==> src/rtl/fir_mem_engine.sv <==
// fir_mem_engine: fabric-side FIR engine on the fir_memory s2 port.
// Loads T coefficients into local registers. For each output n it reads the
// needed samples newest-first and accumulates h[k]*x[n-k], then writes y[n]
// back to memory. A done pulse follows the last write.
module fir_mem_engine #(
    parameter int MAX_TAPS = 32,
    parameter int RD_LAT   = 1,
    parameter int ACC_W    = 40
) (
    input  logic        clk_clk,
    input  logic        reset_reset_n,
    input  logic        start,
    input  logic [13:0] coef_base,
    input  logic [13:0] src_base,
    input  logic [13:0] dst_base,
    input  logic [5:0]  num_taps,
    input  logic [13:0] num_samples,
    output logic        busy,
    output logic        done,
    output logic        error,
    output logic [13:0] s2_address,
    output logic        s2_chipselect,
    output logic        s2_clken,
    output logic        s2_write,
    output logic [63:0] s2_writedata,
    output logic [7:0]  s2_byteenable,
    input  logic [63:0] s2_readdata
);

    localparam int         IDX_W = (MAX_TAPS > 1) ? $clog2(MAX_TAPS) : 1;
    localparam logic [6:0] MAX_T = 7'(MAX_TAPS);

    typedef enum logic [2:0] {
        S_IDLE   = 3'd0,
        S_LOAD   = 3'd1,
        S_MAC    = 3'd2,
        S_WRITE  = 3'd3,
        S_FINISH = 3'd4
    } state_t;

    // s2 bus protocol: s2 is a fixed-latency slave with no wait request.
    // A cycle with chipselect=1/write=0 is a read whose data is on s2_readdata
    // exactly RD_LAT cycles later; chipselect=1/write=1 commits writedata in
    // that same cycle. chipselect is 0 in every cycle without an access.

    state_t                  r_state;
    state_t                  w_state_nxt;

    // Job parameters, frozen at accept
    logic [13:0]             r_coef_base;
    logic [13:0]             r_src_base;
    logic [13:0]             r_dst_base;
    logic [13:0]             r_n_total;
    logic [5:0]              r_taps;

    // Sequencing counters
    logic [13:0]             r_n;
    logic [5:0]              r_iss_cnt;
    logic [5:0]              r_ret_cnt;
    logic [RD_LAT-1:0]       r_rd_pipe;

    // Datapath
    logic signed [ACC_W-1:0] r_acc;
    logic signed [15:0]      r_coef [MAX_TAPS];

    // Registered outputs
    logic                    r_busy;
    logic                    r_done;
    logic                    r_error;
    logic                    r_cs;
    logic                    r_wr;
    logic [13:0]             r_addr;
    logic [63:0]             r_wdata;

    // Combinational next values
    logic                    w_accept;
    logic                    w_bad_taps;
    logic                    w_go_run;
    logic                    w_issued;
    logic                    w_ret;
    logic [14:0]             w_n_p1;
    logic [5:0]              w_kn;
    logic                    w_last_coef;
    logic                    w_last_mac;
    logic                    w_last_n;
    logic signed [15:0]      w_h;
    logic signed [15:0]      w_x;
    logic signed [31:0]      w_prod;
    logic signed [ACC_W-1:0] w_acc_nxt;
    logic                    w_cs_nxt;
    logic                    w_wr_nxt;
    logic [13:0]             w_addr_nxt;
    logic [63:0]             w_wdata_nxt;
    logic [5:0]              w_iss_nxt;
    logic [5:0]              w_ret_nxt;
    logic [13:0]             w_n_nxt;
    logic                    w_acc_clr;
    logic                    w_done_nxt;
    logic                    w_err_nxt;
    logic                    w_busy_nxt;
    logic                    w_unused;

    assign w_accept    = (r_state == S_IDLE) && start;
    assign w_bad_taps  = (num_taps == 6'd0) || ({1'b0, num_taps} > MAX_T);
    assign w_go_run    = w_accept && !w_bad_taps && (num_samples != 14'd0);

    // A read leaves the pipe RD_LAT cycles after issue; returns are in order
    assign w_issued    = r_cs && !r_wr;
    assign w_ret       = r_rd_pipe[RD_LAT-1];

    // Kn = min(n+1, T): number of taps that touch non-negative sample indices
    assign w_n_p1      = {1'b0, r_n} + 15'd1;
    assign w_kn        = (w_n_p1 >= {9'd0, r_taps}) ? r_taps : w_n_p1[5:0];

    assign w_last_coef = w_ret && (r_ret_cnt == r_taps - 6'd1);
    assign w_last_mac  = w_ret && (r_ret_cnt == w_kn - 6'd1);
    assign w_last_n    = ((r_n + 14'd1) == r_n_total);

    // Return k of output n pairs with h[k], since samples are read newest-first
    assign w_h         = r_coef[r_ret_cnt[IDX_W-1:0]];
    assign w_x         = s2_readdata[15:0];
    assign w_prod      = 32'(w_h) * 32'(w_x);
    assign w_acc_nxt   = w_ret ? (r_acc + ACC_W'(w_prod)) : r_acc;

    assign w_unused    = ^s2_readdata[63:16];

    assign busy          = r_busy;
    assign done          = r_done;
    assign error         = r_error;
    assign s2_address    = r_addr;
    assign s2_chipselect = r_cs;
    assign s2_clken      = r_busy;
    assign s2_write      = r_wr;
    assign s2_writedata  = r_wdata;
    assign s2_byteenable = 8'hFF;

    // State register
    always_ff @(posedge clk_clk or negedge reset_reset_n) begin
        if (!reset_reset_n) begin
            r_state <= S_IDLE;
        end else begin
            r_state <= w_state_nxt;
        end
    end

    // Next-state decision
    always_comb begin
        w_state_nxt = r_state;
        case (r_state)
            S_IDLE:   if (w_go_run) w_state_nxt = S_LOAD;
            S_LOAD:   if (w_last_coef) w_state_nxt = S_MAC;
            S_MAC:    if (w_last_mac) w_state_nxt = S_WRITE;
            S_WRITE:  w_state_nxt = w_last_n ? S_FINISH : S_MAC;
            S_FINISH: w_state_nxt = S_IDLE;
            default:  w_state_nxt = S_IDLE;
        endcase
    end

    // Next values of bus strobes, status flags and counters; the first access
    // of each phase is set up on the edge that enters it so it starts at once
    always_comb begin
        w_cs_nxt    = 1'b0;
        w_wr_nxt    = 1'b0;
        w_addr_nxt  = r_addr;
        w_wdata_nxt = r_wdata;
        w_iss_nxt   = r_iss_cnt;
        w_ret_nxt   = w_ret ? (r_ret_cnt + 6'd1) : r_ret_cnt;
        w_n_nxt     = r_n;
        w_acc_clr   = 1'b0;
        w_done_nxt  = 1'b0;
        w_err_nxt   = r_error;
        w_busy_nxt  = (w_state_nxt != S_IDLE);
        case (r_state)
            S_IDLE: begin
                if (w_accept) begin
                    w_err_nxt  = w_bad_taps;
                    w_done_nxt = !w_go_run;
                end
                if (w_go_run) begin
                    w_cs_nxt   = 1'b1;
                    w_addr_nxt = coef_base;
                    w_iss_nxt  = 6'd1;
                    w_ret_nxt  = 6'd0;
                    w_n_nxt    = 14'd0;
                end
            end
            S_LOAD: begin
                if (w_last_coef) begin
                    w_cs_nxt   = 1'b1;
                    w_addr_nxt = r_src_base;
                    w_iss_nxt  = 6'd1;
                    w_ret_nxt  = 6'd0;
                    w_acc_clr  = 1'b1;
                end else if (r_iss_cnt < r_taps) begin
                    w_cs_nxt   = 1'b1;
                    w_addr_nxt = r_coef_base + 14'(r_iss_cnt);
                    w_iss_nxt  = r_iss_cnt + 6'd1;
                end
            end
            S_MAC: begin
                if (w_last_mac) begin
                    w_cs_nxt    = 1'b1;
                    w_wr_nxt    = 1'b1;
                    w_addr_nxt  = r_dst_base + r_n;
                    w_wdata_nxt = 64'(w_acc_nxt);
                end else if (r_iss_cnt < w_kn) begin
                    w_cs_nxt   = 1'b1;
                    w_addr_nxt = r_src_base + r_n - 14'(r_iss_cnt);
                    w_iss_nxt  = r_iss_cnt + 6'd1;
                end
            end
            S_WRITE: begin
                w_n_nxt = r_n + 14'd1;
                if (!w_last_n) begin
                    w_cs_nxt   = 1'b1;
                    w_addr_nxt = r_src_base + r_n + 14'd1;
                    w_iss_nxt  = 6'd1;
                    w_ret_nxt  = 6'd0;
                    w_acc_clr  = 1'b1;
                end
            end
            S_FINISH: begin
                w_done_nxt = 1'b1;
            end
            default: ;
        endcase
    end

    // Output, status and sequencing registers
    always_ff @(posedge clk_clk or negedge reset_reset_n) begin
        if (!reset_reset_n) begin
            r_busy      <= 1'b0;
            r_done      <= 1'b0;
            r_error     <= 1'b0;
            r_cs        <= 1'b0;
            r_wr        <= 1'b0;
            r_addr      <= 14'd0;
            r_wdata     <= 64'd0;
            r_iss_cnt   <= 6'd0;
            r_ret_cnt   <= 6'd0;
            r_n         <= 14'd0;
            r_rd_pipe   <= '0;
            r_coef_base <= 14'd0;
            r_src_base  <= 14'd0;
            r_dst_base  <= 14'd0;
            r_n_total   <= 14'd0;
            r_taps      <= 6'd0;
        end else begin
            r_busy    <= w_busy_nxt;
            r_done    <= w_done_nxt;
            r_error   <= w_err_nxt;
            r_cs      <= w_cs_nxt;
            r_wr      <= w_wr_nxt;
            r_addr    <= w_addr_nxt;
            r_wdata   <= w_wdata_nxt;
            r_iss_cnt <= w_iss_nxt;
            r_ret_cnt <= w_ret_nxt;
            r_n       <= w_n_nxt;
            r_rd_pipe <= (r_rd_pipe << 1) | RD_LAT'(w_issued);
            if (w_accept) begin
                r_coef_base <= coef_base;
                r_src_base  <= src_base;
                r_dst_base  <= dst_base;
                r_n_total   <= num_samples;
                r_taps      <= num_taps;
            end
        end
    end

    // Accumulator: cleared when an output's first read is issued
    always_ff @(posedge clk_clk or negedge reset_reset_n) begin
        if (!reset_reset_n) begin
            r_acc <= '0;
        end else if (w_acc_clr) begin
            r_acc <= '0;
        end else if (r_state == S_MAC) begin
            r_acc <= w_acc_nxt;
        end
    end

    // Coefficient capture as each LOAD read returns
    always_ff @(posedge clk_clk) begin
        if ((r_state == S_LOAD) && w_ret) begin
            r_coef[r_ret_cnt[IDX_W-1:0]] <= w_x;
        end
    end

endmodule

==> config.mk <==
export PLATFORM = sky130hd
export DESIGN_NAME = fir_mem_engine
export DESIGN_NICKNAME = d
export VERILOG_FILES = /design/src/rtl/fir_mem_engine.sv
export SDC_FILE = /design/constraint.sdc
export NUM_CORES = 2
export LEC_CHECK = 0
export CAP_MARGIN = 10
export CORE_MARGIN = 8
export CORE_UTILIZATION = 60
export DETAILED_ROUTE_END_ITERATION = 10
export GPL_ROUTABILITY_DRIVEN = 0
export HOLD_SLACK_MARGIN = 0.02
export PLACE_DENSITY_LB_ADDON = 0.2
export SLEW_MARGIN = 20
export SYNTH_ARGS = -nofsm -noshare
export SYNTH_HDL_FRONTEND = slang
export SYNTH_SLANG_ARGS = --single-unit
==> constraint.sdc <==
create_clock -name clk_clk -period 17.2 [get_ports clk_clk]
set_clock_uncertainty 0.15 [all_clocks]
set_input_delay 1.72 -clock clk_clk [delete_from_list [all_inputs] [get_ports clk_clk]]
set_output_delay 1.72 -clock clk_clk [all_outputs]
set_load 0.005 [all_outputs]
-- Word level (Yosys, flattened, before mapping)
Memories as Yosys holds them, arrays and structs flattened.
Index checks and enable logic that the tools add are counted.
- memories: 1
- output and inout bits: 92
- bits in writable memories: 512
- register bits: 191
- memories (memory ; depth ; width ; rd ports ; clocked after Yosys merged registers in ; wr ports ; RTL line ; text):
    r_coef ; 32 ; 16 ; 1 ; 0 ; 1 ; 64 ; logic signed [15:0] r_coef [MAX_TAPS];
- reductions and logical operators: 23
- muxes and demuxes: 45
- $mul: 1
- $add $sub $neg: 12
- equality and inequality tests: 13
- magnitude comparators: 4
- operators with widths (cell ; count):
    $mux 40 ; 3
    $mux 14 ; 7
    $mux 6 ; 11
    $pmux 14 s4 ; 1
    $add 40x32->40 ; 1
    $mul 16x16->32 ; 1
    $add 14x1->14 const B ; 2
    $add 14x14->14 ; 2
    $pmux 14 s2 ; 1
    $pmux 6 s4 ; 1
    $pmux 6 s3 ; 1
    $add 14x1->15 const B ; 1
    $ge 15x6->1 ; 1
    $add 14x6->14 ; 1
    $eq 14x14->1 ; 1
    $reduce_bool 14->1 ; 1
    $sub 14x6->14 ; 1
    $add 6x1->6 const B ; 2
    $eq 6x6->1 ; 2
    $lt 6x6->1 ; 2
    $mux 1 ; 12
    $mux 3 ; 4
    $pmux 3 s4 ; 1
    $sub 6x1->6 const B ; 2
    other kinds (19) ; 36

-- Longest topological paths before layout
- depth after elaboration: 9
- gate-level depth with buffers: 33
- mapped depth without buffers: 30

-- Worst setup path after synthesis
No wires, ideal clock.
- path type: reg2reg
- start: reg r_ret_cnt[0]
- end: reg r_wdata[36] (netlist: s2_writedata[36])
- arrival: 8.328 ns
- clock period less this slack: 8.603 ns
- path buffers: 4
- stages on the path, launching flop included: 31
- setup slack: 8.597 ns
- cells stage by stage: dfrtp_1 > clkbuf_1 > clkbuf_1 > buf_1 > mux4_2 > a22oi_1 > nand4_1 > clkbuf_1 > and2_1 > fa_1 > inv_1 > fa_1 > fa_1 > fa_1 > inv_1 > fa_1 > inv_1 > fa_1 > inv_1 > ha_1 > o21a_1 > o21ai_0 > nand2b_1 > nand2_1 > or4_1 > and2_1 > o21ai_0 > nand2_1 > a21oi_1 > mux2i_1 > mux2_2
- longest elaborated chain between the ends: 4
- elaborated cells between the ends (all ways): 7
- ends and longest elaborated chain (what ; RTL line ; text):
    start: declaration ; 59 ; logic [5:0] r_ret_cnt;
    start signal: assignment ; 257 ; r_ret_cnt <= w_ret_nxt;
    $mem_v2 32x16 ; -- ;
    $mul 16x16->32 ; 122 ; assign w_prod = 32'(w_h) * 32'(w_x);
    $add 40x32->40 ; 123 ; assign w_acc_nxt = w_ret ? (r_acc + ACC_W'(w_prod)) : r_acc;
    $mux 40 ; 123 ;
    end signal: assignment ; 255 ; r_wdata <= w_wdata_nxt;
    end: declaration ; 73 ; logic [63:0] r_wdata;
Several ways; a longest one is shown, not always the timed one.
A chain may end at the register's enable or synchronous reset.

-- Final worst setup path
- start: reg r_ret_cnt[0]
- end: reg r_acc[39]
- longest elaborated chain between the ends: 6
- elaborated cells between the ends (all ways): 11
- ends and longest elaborated chain (what ; RTL line ; text):
    $mem_v2 32x16 ; -- ;
    $mul 16x16->32 ; 122 ;
    $add 40x32->40 ; 123 ;
    $mux 40 ; 123 ;
    $mux 40 ; 276 ; end else if (r_state == S_MAC) begin
    $mux 40 ; 274 ; end else if (w_acc_clr) begin
    end signal: assignment ; 277 ; r_acc <= w_acc_nxt;
    end: declaration ; 63 ; logic signed [ACC_W-1:0] r_acc;
Several ways; a longest one is shown, not always the timed one. The select of a mux whose other input is x is not followed.

==> flow_summary.toml <==
[layout]
final_cell_mix = "edfxtp_1 (512), inv_1 (437), fa_1 (334), nand2_1 (253), dfrtp_1 (188)"
layout-drive-gt1-share = 0.119
final_core_util = 0.671
syn_to_final_growth_pct = 11.5
n_antenna_cell = 0
final_nets = 4184
layout_commonest_cell = "edfxtp_1"
fin_area_um2 = 48600

[worst_hold_path]
holdPathEnd = "r_rd_pipe$_DFF_PN0_"
min_from = "s2_write$_DFF_PN0_"
hp-class = "reg -> reg"
holdPathStages = 1

[timing]
fmax_ghz = 0.0880
fin_ws_ps = 5840
finalHoldViolCount = 0
period_minus_slack_ps = 11360
fin_tns_setup_ps = 0
rsz0062_at_grt = "no"
setup_viol = 0
drv_slew = 0
min_period_over_period = 0.660
slew_headroom = 0.182
tightestPinTransition_ps = 1220

[worst_setup_path]
rr_startpoint = "r_ret_cnt[0]$_DFF_PN0_"
worst_setup_path_end_kind = "register"
start_kind = "register"
crit_fanout = 43
r2r_cells = 24
critical_path_class = "reg -> reg"
required_ps = 17530
reg2reg_to = "r_acc[39]$_DFFE_PN0P_"
cp.arrival_ps = 11690
reg2reg_slack_ps = 5840

[clocking]
ctsHoldBuffers = 0
cts_resized = 0
postCtsSetupBuffers = 0
cts_tree = "built"
clk_latency_ps = 640
h-tree-depth = 3
numClockSinks = 703
cts_root_buf = "clkbuf_16"
clk_pin_slew_worst_paths_ps = 70
cts_buffer_depth = 3
cts-buffers-inserted = 75

[routing]
postRouteAntennaNets = 0
drtPass1Iterations = 6
wirelength_mm = 112
post_drt_wl_per_cell_um = 24.5
vias = 28100
viasPerCell = 6.17
drc = 0
drtIter0Drc = 2913

[power]
power.total_w = 0.00613
cellLeakagePower_nw = 20.2
ir_drop_mv = 0.181
power_density_nw_per_um2 = 126

[global_route]
grt-ovfl-total = 0
grt_pass1_wl_mm = 174
grt_usage = 0.275
antenna_found_initial = 1
grt_pass1_vias = 29900
grt_max_degree = 81

[floorplanning]
io_pins = 221
die_w_um = 286
rows = 99
die-area_um2 = 81600
core_um2 = 72500
die_height_um = 286
initial_core_util = 0.602

[synth]
ys_warn_count = 0
syn_inst = 3407
avgSynthCellArea_um2 = 12.8
yosys_register_bits = 703
synth_cell_types = 86
ys_seq_area_frac = 0.462
synth_area_um2 = 43600
synthArstFlopShare = 0.272
ys.flop_type = "edfxtp_1"
synth_edf_count = 512

[placed_design]
hpwlAfterDp_mm = 76.3
port_buffers = 164
pre_cts_ws_ps = 5920
dpl_cell_area_um2 = 46200

[job]
cap_violations = 0

[status]
status = "finished clean"
==> power by group <==
part           switching [W]  total [W]  internal, W
combinational        0.00163    0.00270      0.00107
sequential      0.0000000664    0.00182      0.00182
clock               0.000685    0.00161     0.000922
==> critical path, cell delays in order (launching register included) <==
cell and delay, ps:
dfrtp_4 980, buf_4 810, mux4_2 600, a22oi_1 330
nand4_1 750, nand2_1 530, fa_1 380, clkinv_1 940
fa_1 950, fa_1 450, fa_1 540, inv_1 50
fa_1 490, inv_1 50, ha_1 400, nand4_1 280
nor4_2 730, o211ai_1 200, o221a_2 380, a31oi_1 390
a211o_1 200, a21oi_1 70, o21bai_1 220, xnor2_1 160
o21ai_0 110
==> cells in the mapped netlist (16+ instances only) <==
master      n  area, µm²
nand2_1   253        950
nor3_1     24        120
buf_1      23       86.3
xnor2_1    90        788
mux2i_1    44        440
inv_1     438       1640
nand4_1    33        206
nand3_1    42        210
and2_1    149        932
nor4_1     16        100
fa_1      334       6690
a22oi_1    66        495
clkbuf_1  117        439
mux4_2    128       2880
nor2_1    124        465
a21o_1     33        248
buf_4      36        270
o21bai_1   16        120
a21oi_1    67        335
and3_1     23        144
o21ai_0   131        656
xor2_1     52        455
ha_1      178       2230
dfrtp_1   191       4780
a22o_1     28        245
mux2_2     63        709
edfxtp_1  512      15400
==> state kept, by name, indices dropped and copies added, names as in the netlist <==
| register | count |
|---|---|
| r_acc | 40 |
| r_src_base | 14 |
| error | 1 |
| s2_writedata | 40 |
| r_state | 3 |
| r_dst_base | 14 |
| s2_chipselect | 1 |
| done | 1 |
| busy | 1 |
| s2_write | 1 |
| r_taps | 6 |
| r_n | 14 |
| r_n_total | 14 |
| r_coef_base | 14 |
| r_coef | 512 |
| r_ret_cnt | 6 |
| r_iss_cnt | 6 |
| s2_address | 14 |
| r_rd_pipe | 1 |
==> cell families after synthesis <==
kind of cell             Yosys count  share of synthesized area
AO/OA/AOI/OAI                    462                     0.0710
XOR/XNOR                         144                     0.0294
adder cells (fa/ha/maj)          512                      0.204
buffers and inverters            623                     0.0573
flip-flops                       703                      0.462
multiplexers                     239                     0.0935
other                              1                  0.0000860
AND/OR/NAND/NOR                  723                     0.0825
==> layout make-up <==
cell class	instances	area, µm²
clock buffers	94	2030
clock inverters	38	437
fillers	5027	23800
inverters	440	1650
multi-input cells	2088	21100
flip-flops and latches	703	20200
well taps	959	1200
repair buffers	235	2110
==> worst max-delay path by stage <==
stage | start | to | slack, ps | cells past startpoint
3_5_place_dp | r_ret_cnt[0]$_DFF_PN0_ | r_acc[39]$_DFFE_PN0P_ | 5920 | 27
5_1_grt | r_ret_cnt[0]$_DFF_PN0_ | r_acc[39]$_DFFE_PN0P_ | 5300 | 24
3_3_place_gp | r_ret_cnt[0]$_DFF_PN0_ | s2_writedata[39]$_DFFE_PN0P_ | 6140 | 27
4_1_cts | r_ret_cnt[0]$_DFF_PN0_ | r_acc[39]$_DFFE_PN0P_ | 5870 | 27
6_report | r_ret_cnt[0]$_DFF_PN0_ | r_acc[39]$_DFFE_PN0P_ | 5840 | 24
2_1_floorplan | r_ret_cnt[0]$_DFF_PN0_ | s2_writedata[36]$_DFFE_PN0P_ | 8600 | 30
==> layer usage <==
metal | vias up | part of all wire | track usage
met5 | - | 0 | 0
met4 | 0 | 0.041 | 0.104
li1 | 12100 | - | -
met1 | 14200 | 0.39 | 0.364
met3 | 293 | 0.086 | 0.0526
met2 | 1442 | 0.49 | 0.454
==> per-stage QoR <==
| step | std cells | hold WS (ps) |
|---|---|---|
| final | 4557 | 270 |
| after global routing | 4557 | 291 |
| after CTS | 4557 | 276 |
| after detailed placement | 4425 | 306 |
| after global placement | 4425 | 300 |
| after floorplan | 3414 | 277 |
Note: power is estimated with default switching activity, not from simulation.
